==> src/rtl/cpu_ctrl_fsm.sv <==
// Moore control sequencer for the multicycle CPU: fetch, PC update, decode and execute.
// Optional CPU_CTRL_ILLEGAL_TRAP_EN: illegal encodings halt with `illegal` set instead of acting as NOP.
module cpu_ctrl_fsm (
    input  logic       clk,
    input  logic       reset,
    input  logic [2:0] opcode,
    input  logic [1:0] op,
    output logic [2:0] nsel,
    output logic [1:0] vsel,
    output logic       loada,
    output logic       loadb,
    output logic       loadc,
    output logic       loads,
    output logic       asel,
    output logic       bsel,
    output logic       write,
    output logic       load_ir,
    output logic       load_pc,
    output logic       reset_pc,
    output logic       addr_sel,
    output logic       load_addr,
    output logic [1:0] mem_cmd,
    output logic       halted,
    output logic       illegal
);

    typedef enum logic [4:0] {
        S_RST,
        S_IF1,
        S_IF2,
        S_UPDATE_PC,
        S_DECODE,
        S_WRITE_IMM,
        S_GET_A,
        S_GET_B,
        S_ALU_OP,
        S_CMP_OP,
        S_WRITE_REG,
        S_ADDR_CALC,
        S_LOAD_ADDR,
        S_MEM_RD1,
        S_MEM_RD2,
        S_GET_RD,
        S_STR_PASS,
        S_MEM_WR,
        S_HALT,
        S_TRAP
    } state_t;

    typedef struct packed {
        logic [2:0] nsel;
        logic [1:0] vsel;
        logic       loada;
        logic       loadb;
        logic       loadc;
        logic       loads;
        logic       asel;
        logic       bsel;
        logic       write;
        logic       load_ir;
        logic       load_pc;
        logic       reset_pc;
        logic       addr_sel;
        logic       load_addr;
        logic [1:0] mem_cmd;
        logic       halted;
        logic       illegal;
    } ctrl_t;

    localparam logic [2:0] NSEL_RN = 3'b100;
    localparam logic [2:0] NSEL_RD = 3'b010;
    localparam logic [2:0] NSEL_RM = 3'b001;

    localparam logic [1:0] VSEL_C     = 2'b00;
    localparam logic [1:0] VSEL_IMM8  = 2'b10;
    localparam logic [1:0] VSEL_MDATA = 2'b11;

    localparam logic [1:0] MEM_READ  = 2'b01;
    localparam logic [1:0] MEM_WRITE = 2'b10;

    // {opcode, op} encodings
    localparam logic [4:0] I_MOV_IMM = 5'b110_10;
    localparam logic [4:0] I_MOV_REG = 5'b110_00;
    localparam logic [4:0] I_MVN     = 5'b101_11;
    localparam logic [4:0] I_ADD     = 5'b101_00;
    localparam logic [4:0] I_CMP     = 5'b101_01;
    localparam logic [4:0] I_AND     = 5'b101_10;
    localparam logic [4:0] I_LDR     = 5'b011_00;
    localparam logic [4:0] I_STR     = 5'b100_00;
    localparam logic [2:0] OPC_HALT  = 3'b111;

    state_t state;
    ctrl_t  ctrl_q;

    function automatic state_t next_state(input state_t s, input logic [2:0] opc, input logic [1:0] o);
        logic [4:0] ins;
        ins        = {opc, o};
        next_state = S_RST;
        case (s)
            S_RST:       next_state = S_IF1;
            S_IF1:       next_state = S_IF2;
            S_IF2:       next_state = S_UPDATE_PC;
            S_UPDATE_PC: next_state = S_DECODE;
            S_DECODE: begin
                case (ins)
                    I_MOV_IMM:                        next_state = S_WRITE_IMM;
                    I_MOV_REG, I_MVN:                 next_state = S_GET_B;
                    I_ADD, I_CMP, I_AND, I_LDR, I_STR: next_state = S_GET_A;
                    default: begin
                        if (opc == OPC_HALT) begin
                            next_state = S_HALT;
                        end else begin
`ifdef CPU_CTRL_ILLEGAL_TRAP_EN
                            next_state = S_TRAP;
`else
                            next_state = S_IF1;
`endif
                        end
                    end
                endcase
            end
            S_GET_A:     next_state = (ins == I_LDR || ins == I_STR) ? S_ADDR_CALC : S_GET_B;
            S_GET_B:     next_state = (ins == I_CMP) ? S_CMP_OP : S_ALU_OP;
            S_ALU_OP:    next_state = S_WRITE_REG;
            S_CMP_OP:    next_state = S_IF1;
            S_WRITE_REG: next_state = S_IF1;
            S_WRITE_IMM: next_state = S_IF1;
            S_ADDR_CALC: next_state = S_LOAD_ADDR;
            S_LOAD_ADDR: next_state = (ins == I_LDR) ? S_MEM_RD1 : S_GET_RD;
            S_MEM_RD1:   next_state = S_MEM_RD2;
            S_MEM_RD2:   next_state = S_IF1;
            S_GET_RD:    next_state = S_STR_PASS;
            S_STR_PASS:  next_state = S_MEM_WR;
            S_MEM_WR:    next_state = S_IF1;
            S_HALT:      next_state = S_HALT;
            S_TRAP:      next_state = S_TRAP;
            default:     next_state = S_RST;
        endcase
    endfunction

    // Control word asserted while in state s
    function automatic ctrl_t ctrl_for(input state_t s, input logic [2:0] opc, input logic [1:0] o);
        ctrl_t c;
        c = '0;
        case (s)
            S_RST: begin
                c.load_pc  = 1'b1;
                c.reset_pc = 1'b1;
            end
            S_IF1: begin
                c.addr_sel = 1'b1;
                c.mem_cmd  = MEM_READ;
            end
            S_IF2: begin
                c.addr_sel = 1'b1;
                c.mem_cmd  = MEM_READ;
                c.load_ir  = 1'b1;
            end
            S_UPDATE_PC: c.load_pc = 1'b1;
            S_WRITE_IMM: begin
                c.nsel  = NSEL_RN;
                c.vsel  = VSEL_IMM8;
                c.write = 1'b1;
            end
            S_GET_A: begin
                c.nsel  = NSEL_RN;
                c.loada = 1'b1;
            end
            S_GET_B: begin
                c.nsel  = NSEL_RM;
                c.loadb = 1'b1;
            end
            S_ALU_OP: begin
                c.asel  = ({opc, o} == I_MOV_REG) || ({opc, o} == I_MVN);
                c.loadc = 1'b1;
            end
            S_CMP_OP:    c.loads = 1'b1;
            S_WRITE_REG: begin
                c.nsel  = NSEL_RD;
                c.vsel  = VSEL_C;
                c.write = 1'b1;
            end
            S_ADDR_CALC: begin
                c.bsel  = 1'b1;
                c.loadc = 1'b1;
            end
            S_LOAD_ADDR: c.load_addr = 1'b1;
            S_MEM_RD1:   c.mem_cmd = MEM_READ;
            S_MEM_RD2: begin
                c.mem_cmd = MEM_READ;
                c.nsel    = NSEL_RD;
                c.vsel    = VSEL_MDATA;
                c.write   = 1'b1;
            end
            S_GET_RD: begin
                c.nsel  = NSEL_RD;
                c.loadb = 1'b1;
            end
            S_STR_PASS: begin
                c.asel  = 1'b1;
                c.loadc = 1'b1;
            end
            S_MEM_WR:    c.mem_cmd = MEM_WRITE;
            S_HALT:      c.halted = 1'b1;
`ifdef CPU_CTRL_ILLEGAL_TRAP_EN
            S_TRAP: begin
                c.halted  = 1'b1;
                c.illegal = 1'b1;
            end
`endif
            default: ;
        endcase
        return c;
    endfunction

    // Outputs are registered alongside the state so they always match it
    always_ff @(posedge clk or posedge reset) begin
        if (reset) begin
            state  <= S_RST;
            ctrl_q <= ctrl_for(S_RST, 3'b000, 2'b00);
        end else begin
            state  <= next_state(state, opcode, op);
            ctrl_q <= ctrl_for(next_state(state, opcode, op), opcode, op);
        end
    end

    assign nsel      = ctrl_q.nsel;
    assign vsel      = ctrl_q.vsel;
    assign loada     = ctrl_q.loada;
    assign loadb     = ctrl_q.loadb;
    assign loadc     = ctrl_q.loadc;
    assign loads     = ctrl_q.loads;
    assign asel      = ctrl_q.asel;
    assign bsel      = ctrl_q.bsel;
    assign write     = ctrl_q.write;
    assign load_ir   = ctrl_q.load_ir;
    assign load_pc   = ctrl_q.load_pc;
    assign reset_pc  = ctrl_q.reset_pc;
    assign addr_sel  = ctrl_q.addr_sel;
    assign load_addr = ctrl_q.load_addr;
    assign mem_cmd   = ctrl_q.mem_cmd;
    assign halted    = ctrl_q.halted;
    assign illegal   = ctrl_q.illegal;

endmodule

==> config.mk <==
export PLATFORM = sky130hd
export DESIGN_NAME = cpu_ctrl_fsm
export DESIGN_NICKNAME = d
export VERILOG_FILES = /design/src/rtl/cpu_ctrl_fsm.sv
export SDC_FILE = /design/constraint.sdc
export NUM_CORES = 1
export LEC_CHECK = 0
export BUFFER_PORTS_ARGS = -buffer_cell sky130_fd_sc_hd__buf_4
export CAP_MARGIN = 0
export CORE_MARGIN = 1.5
export CORE_UTILIZATION = 50
export CTS_CLUSTER_SIZE = 25
export DETAILED_ROUTE_END_ITERATION = 16
export PLACE_DENSITY_LB_ADDON = 0.2
export SLEW_MARGIN = 25
export SYNTH_ARGS = -nofsm -noshare
export SYNTH_HDL_FRONTEND = slang
export SYNTH_SLANG_ARGS = --single-unit
==> constraint.sdc <==
create_clock -name clk -period 2.6 [get_ports clk]
set_input_delay 0.52 -clock clk [delete_from_list [all_inputs] [get_ports clk]]
set_output_delay 0.52 -clock clk [all_outputs]
set_load 0.05 [all_outputs]
After elaboration in Yosys (flattened, before gate mapping)
Cells that the tools add are included.
Storage, ports and cells
  flip-flop bits (word level): 25
  bits of input ports: 7
  output and inout port bits: 21
  logic and storage cells: 99
Operators by class
  eq/ne operators: 45
  mux-type cells: 22
  reductions and logical operators: 15
Operators by type and width (number)
  $eq 5x4->1 const B: 17
  $pmux 5 s15: 1
  $eq 5x5->1 const B: 14
  $eq 5x3->1 const B: 7
  $eq 5x2->1 const B: 4
  $pmux 5 s3: 1
  $mux 1: 13
  $eq 5x1->1 const B: 2
  $logic_not 5->1: 2
  $reduce_or 2->1: 5
  $pmux 3 s3: 1
  $reduce_or 3->1: 3
  $pmux 2 s2: 2
  $reduce_or 6->1: 1
  $mux 5: 1
  $reduce_or 5->1: 1
  $mux 4: 1
  $reduce_or 4->1: 1
  $eq 3x3->1 const B: 1
  $logic_or 1x1->1: 2
  $mux 2: 1
  $pmux 1 s2: 1

Depth between registers and ports, before layout
  depth after elaboration: 7
  mapped depth: 7
  gate-level depth less buffers: 6

Worst setup path before layout
No wires, ideal clock.
  kind: in2reg
  start point: in op[1]
  end point: reg ctrl_q, in the netlist load_pc
  arrival time: 1.846 ns
  setup slack: 0.664 ns
  stages: 6
  path buffers: 0
  cells stage by stage: or4b_1 -> nand2_1 -> nand3b_2 -> o2111ai_4 -> xnor2_4 -> nor4b_2
On the way
  cells in the longest elaborated chain, start to end: 7
  elaborated cells on any way between the ends: 20
  classes of those cells: 9 x eq/ne; 6 x mux; 5 x reduce/logical
RTL lines
  start: declaration: RTL line 7  | input logic [1:0] op,
  $eq 5x4->1 (tied with other cells): RTL line 105, 122, 129
  $reduce_or 5->1 (tied with other cells): RTL line 105  | case (ins)
  $pmux 5 s3 / $mux 4 (equally long branches): RTL line 105, 122
  $pmux 5 s15 (*): RTL line 99  | case (s)
  $eq 5x2->1 / $logic_not 5->1 (equally long branches): RTL line 145  | case (s)
  $reduce_or 2->1 (no source line) (*)
  $mux 1 (*): RTL line 145
  end signal: assignment: RTL line 220  | ctrl_q <= ctrl_for(S_RST, 3'b000, 2'b00);
  end signal: assignment: RTL line 223  | ctrl_q <= ctrl_for(next_state(state, opcode, op), opcode, op);
  end: declaration: RTL line 93  | ctrl_t ctrl_q;
Mark *: on every way between the ends. The rest lies on a longest branch, timed or not.

Worst setup path in the final report
  start point: reg state[3]
  end point: reg ctrl_q, in the netlist load_pc
On the way
  cells in the longest elaborated chain, start to end: 6
  elaborated cells on any way between the ends: 26
  classes of those cells: 20 x eq/ne; 2 x mux; 4 x reduce/logical
RTL lines
  start: declaration: RTL line 92  | state_t state;
  start signal: assignment: RTL line 222  | state <= next_state(state, opcode, op);
  $eq 5x5->1 (tied with other cells): RTL line 99
  $reduce_or 6->1 (no source line)
  $pmux 5 s15 (*): RTL line 99
  $eq 5x2->1 / $logic_not 5->1 (equally long branches): RTL line 145
  $reduce_or 2->1 (no source line) (*)
  $mux 1 (*): RTL line 145
Marked as above.

==> metrics.md <==
| Metric | Value |
|---|---|
| Status | completed |
| Max IR drop VDD | about 1.0 mV |
| Placement Cell Area | roughly 0.0016 mm2 |
| Rows | 18 |
| Power Dens Cells | 1200 mW/mm2 |
| # fillers | between 200 and 250 |
| Worst Path Arrival | roughly 2.5 ns |
| Share of layout cells above drive strength 1 | 0.291 |
| Dpl cells | ~180 |
| Via count | 1,083 |
| Post-CTS Hold Buffers | 0 |
| Starting DRT DRC Count | 35 |
| Maximum net fanout on the critical path | 13 |
| Final setup TNS | 0 ns |
| Inserted Clock Buffers | 3 |
| Worst Clk Skew | 0.00686 ns |
| Number of global-route vias before repair | 1,024 |
| Sink Count | 25 |
| Ys Warns | 0 |
| Worst setup EP type | register |
| Ant. Diodes | 0 |
| Chip Height | 55.4 um |
| Netlist Area Pre-Place | between 0.001 and 0.0015 mm2 |
| Most frequent cells in the layout | 27 x buf_4, 23 x dfrtp_1, 12 x nor2_1 |
| Core Box Area | around 0.0025 mm2 |
| Syn avg cell area | roughly 10 um2 |
| Layout area overhead | 17.1% |
| Slew HR | 0.425 |
| Cell Int Power | between 0.9 and 1 mW |
| Critical Path Source Type | register |
| First drt pass iteration count | 4 |
| Slew Limit Fails | 0 |
| Critical path data required time | roughly 2.8 ns |
| Final worst path period share | 0.854 |
| Initial antenna violation count | 0 |
| DRC | 0 |
| Async set-reset flop share out of synthesis | 1.00 |
| Initial Utilization | 0.539 |
| Nets | approximately 170 |
| CTS tree | done |
| I/O Pins | 28 |
| Clock power frac | 0.094 |
| RSZ-0062 raised after global routing | false |
| Commonest non-fill, non-tap cell in the layout | buf_4 |
| Worst setup startpoint | state[3]$_DFF_PP0_ |
| Reg2reg end | load_pc$_DFF_PP1_ |
| Register bit total from synthesis | 25 |
| Final min period | about 2.2 ns |
| Sequence of cells on the critical path | nand2b_1 -> or4_1 -> o41ai_2 -> a221o_4 -> xnor2_4 -> nor4b_2 |
| Reg clk slew, reported paths | about 0.15 ns |
| Max cap viols | 0 |
| Combinational power share | 0.589 |
| Final RePlAce weighted congestion | approximately 0.92 |
| Finished Layout Cells | approximately 190 |
| Final instance area | roughly 0.0016 mm2 |
| Post-DRT Antenna Nets | 0 |
| Grt total ovfl | 0 |
| Slew @ Worst Pin | approximately 0.86 ns |
| Root Driver | clkbuf_4 |
| H-Tree Depth | 1 |
| Hold Fails Final Rpt | 0 |
| CP max stage delay | about 0.64 ns |
| Switching pwr | approximately 0.94 mW |
| Clk_lat worst skew | ~0.32 ns |
| Seq pwr share | 0.317 |
| Post-CTS Setup Bufs | 0 |
| First-pass GRT wire length | approximately 4.8 mm |
| Register area share after synthesis | 0.458 |
| Total track usage | 0.192 |
| R2r worst-path depth | 6 |
| Resize count post-CTS | 0 |
| Hold/Removal Path Class | in2async |
| Critical path type | reg2reg |
| Vias per Instance | between 5 and 6 |
| Final wirelength | 2.82 mm |
| Slowest CP cell | dfrtp_1 |
| Crit path capture | load_pc$_DFF_PP1_ |
| Largest net degree at the start of global routing | 26 |
| Final Setup Violations | 0 |
| R2r startpoint | state[3]$_DFF_PP0_ |
| Post-Syn Instances | 133 |
| DP HPWL | 2.14 mm |
| Routed wire per std cell | 15.0 um |
| Main synth FF type | dfrtp_1 |
| Switching share of total power | 0.484 |
| Bufs on Longest Clock Path | 2 |
| Max Freq | roughly 0.45 GHz |
| Worst R2R Setup Slack | 0.38 ns |
| # port buffers | 26 |
| DIE AREA | between 0.003 and 0.004 mm2 |
| Static leakage | 0.754 nW |
| Die W | between 50 and 60 um |
| Post-synth EDFFs | 0 |
| Syn Nets | 140 |
| Unique cell type count in the Yosys netlist | between 40 and 50 |
-- critical path, delay by kind of cell, from the launching register on --
| kind | cells | cell delay (ns) |
|---|---|---|
| compound gates | 2 | 0.33 |
| xor+xnor | 1 | 0.16 |
| flops | 1 | 0.64 |
| simple gates | 3 | 1.00 |
-- worst min-delay path by stage --
| stage | cells after the start | startpoint | to | slack [ns] |
|---|---|---|---|---|
| 3_3_place_gp | 1 | state[4]$_DFF_PP0_ | state[3]$_DFF_PP0_ | 0.60 |
| 6_report | 2 | reset | mem_cmd[0]$_DFF_PP0_ | 0.25 |
| 5_1_grt | 2 | reset | mem_cmd[0]$_DFF_PP0_ | 0.30 |
| 4_1_cts | 2 | reset | mem_cmd[0]$_DFF_PP0_ | 0.40 |
| 2_1_floorplan | 2 | state[1]$_DFF_PP0_ | write$_DFF_PP0_ | 0.54 |
| 3_5_place_dp | 1 | state[4]$_DFF_PP0_ | state[3]$_DFF_PP0_ | 0.60 |
-- area by class of cell --
cell class | count | area [um2] | share of cell area
Clock buffer | 3 | 22.5 | 0.0140
Clock inverter | 1 | 7.51 | 0.00467
Inverter | 5 | 18.8 | 0.0117
Multi-Input combinational cell | 97 | 691 | 0.430
Sequential cell | 25 | 628 | 0.391
Tap cell | 30 | 37.5 | 0.0233
Timing Repair Buffer | 27 | 203 | 0.126
-- cell usage after synthesis, types with 3 or more instances --
library cell / instances / area (um2)
dfrtp_1: 23 / 576
nor2_1: 12 / 45.0
nor2b_1: 11 / 68.8
nand2b_1: 9 / 56.3
nand2_1: 7 / 26.3
inv_1: 5 / 18.8
nor3_1: 5 / 25.0
buf_2: 4 / 20.0
o21ai_0: 4 / 20.0
a21oi_1: 3 / 15.0
and3_1: 3 / 18.8
nor4_1: 3 / 18.8
o22ai_1: 3 / 18.8
-- metrics by stage --
step / hold slack (ns) / utilization / total power [mW] / setup WS (ns)
after floorplan: 0.537 / - / 1.51 / 0.664
after global placement: 0.602 / 0.620 / 1.75 / 0.399
after detailed placement: 0.604 / 0.620 / 1.76 / 0.354
after CTS: 0.401 / 0.632 / 1.95 / 0.403
after global routing: 0.296 / 0.632 / 2.05 / 0.298
final: 0.247 / 0.632 / 1.94 / 0.380
-- state kept, by name, summed over array words and instances (netlist names) --
register and count:
state 5, write 1, vsel 2, mem_cmd 2, loads 1, loada 1
loadc 1, load_addr 1, bsel 1, addr_sel 1, load_ir 1, nsel 3
reset_pc 1, loadb 1, load_pc 1, asel 1, halted 1
-- power by group through the flow --
stage | Combinational (mW) | Sequential (mW) | Clock (mW)
after floorplan | 0.713 | 0.800 | 0
after global placement | 1.13 | 0.615 | 0
after detailed placement | 1.14 | 0.618 | 0
after CTS | 1.15 | 0.610 | 0.187
after global routing | 1.23 | 0.628 | 0.197
final | 1.14 | 0.613 | 0.182
-- kinds of logic after synthesis --
group           synth area share
other cells              0.00273
simple gates               0.282
flops                      0.458
xor+xnor                  0.0201
mux                      0.00820
compound gates             0.191
buf+inv                   0.0392
-- metal layers --
metal | vias up | GRT usage | wire, um
met5 | - | 0 | 0
met4 | 0 | 0.0627 | 37
met3 | 6 | 0.0281 | 129
met2 | 38 | 0.315 | 1330
met1 | 510 | 0.263 | 1320
li1 | 529 | - | -
Power figures use the tool's default switching activity.
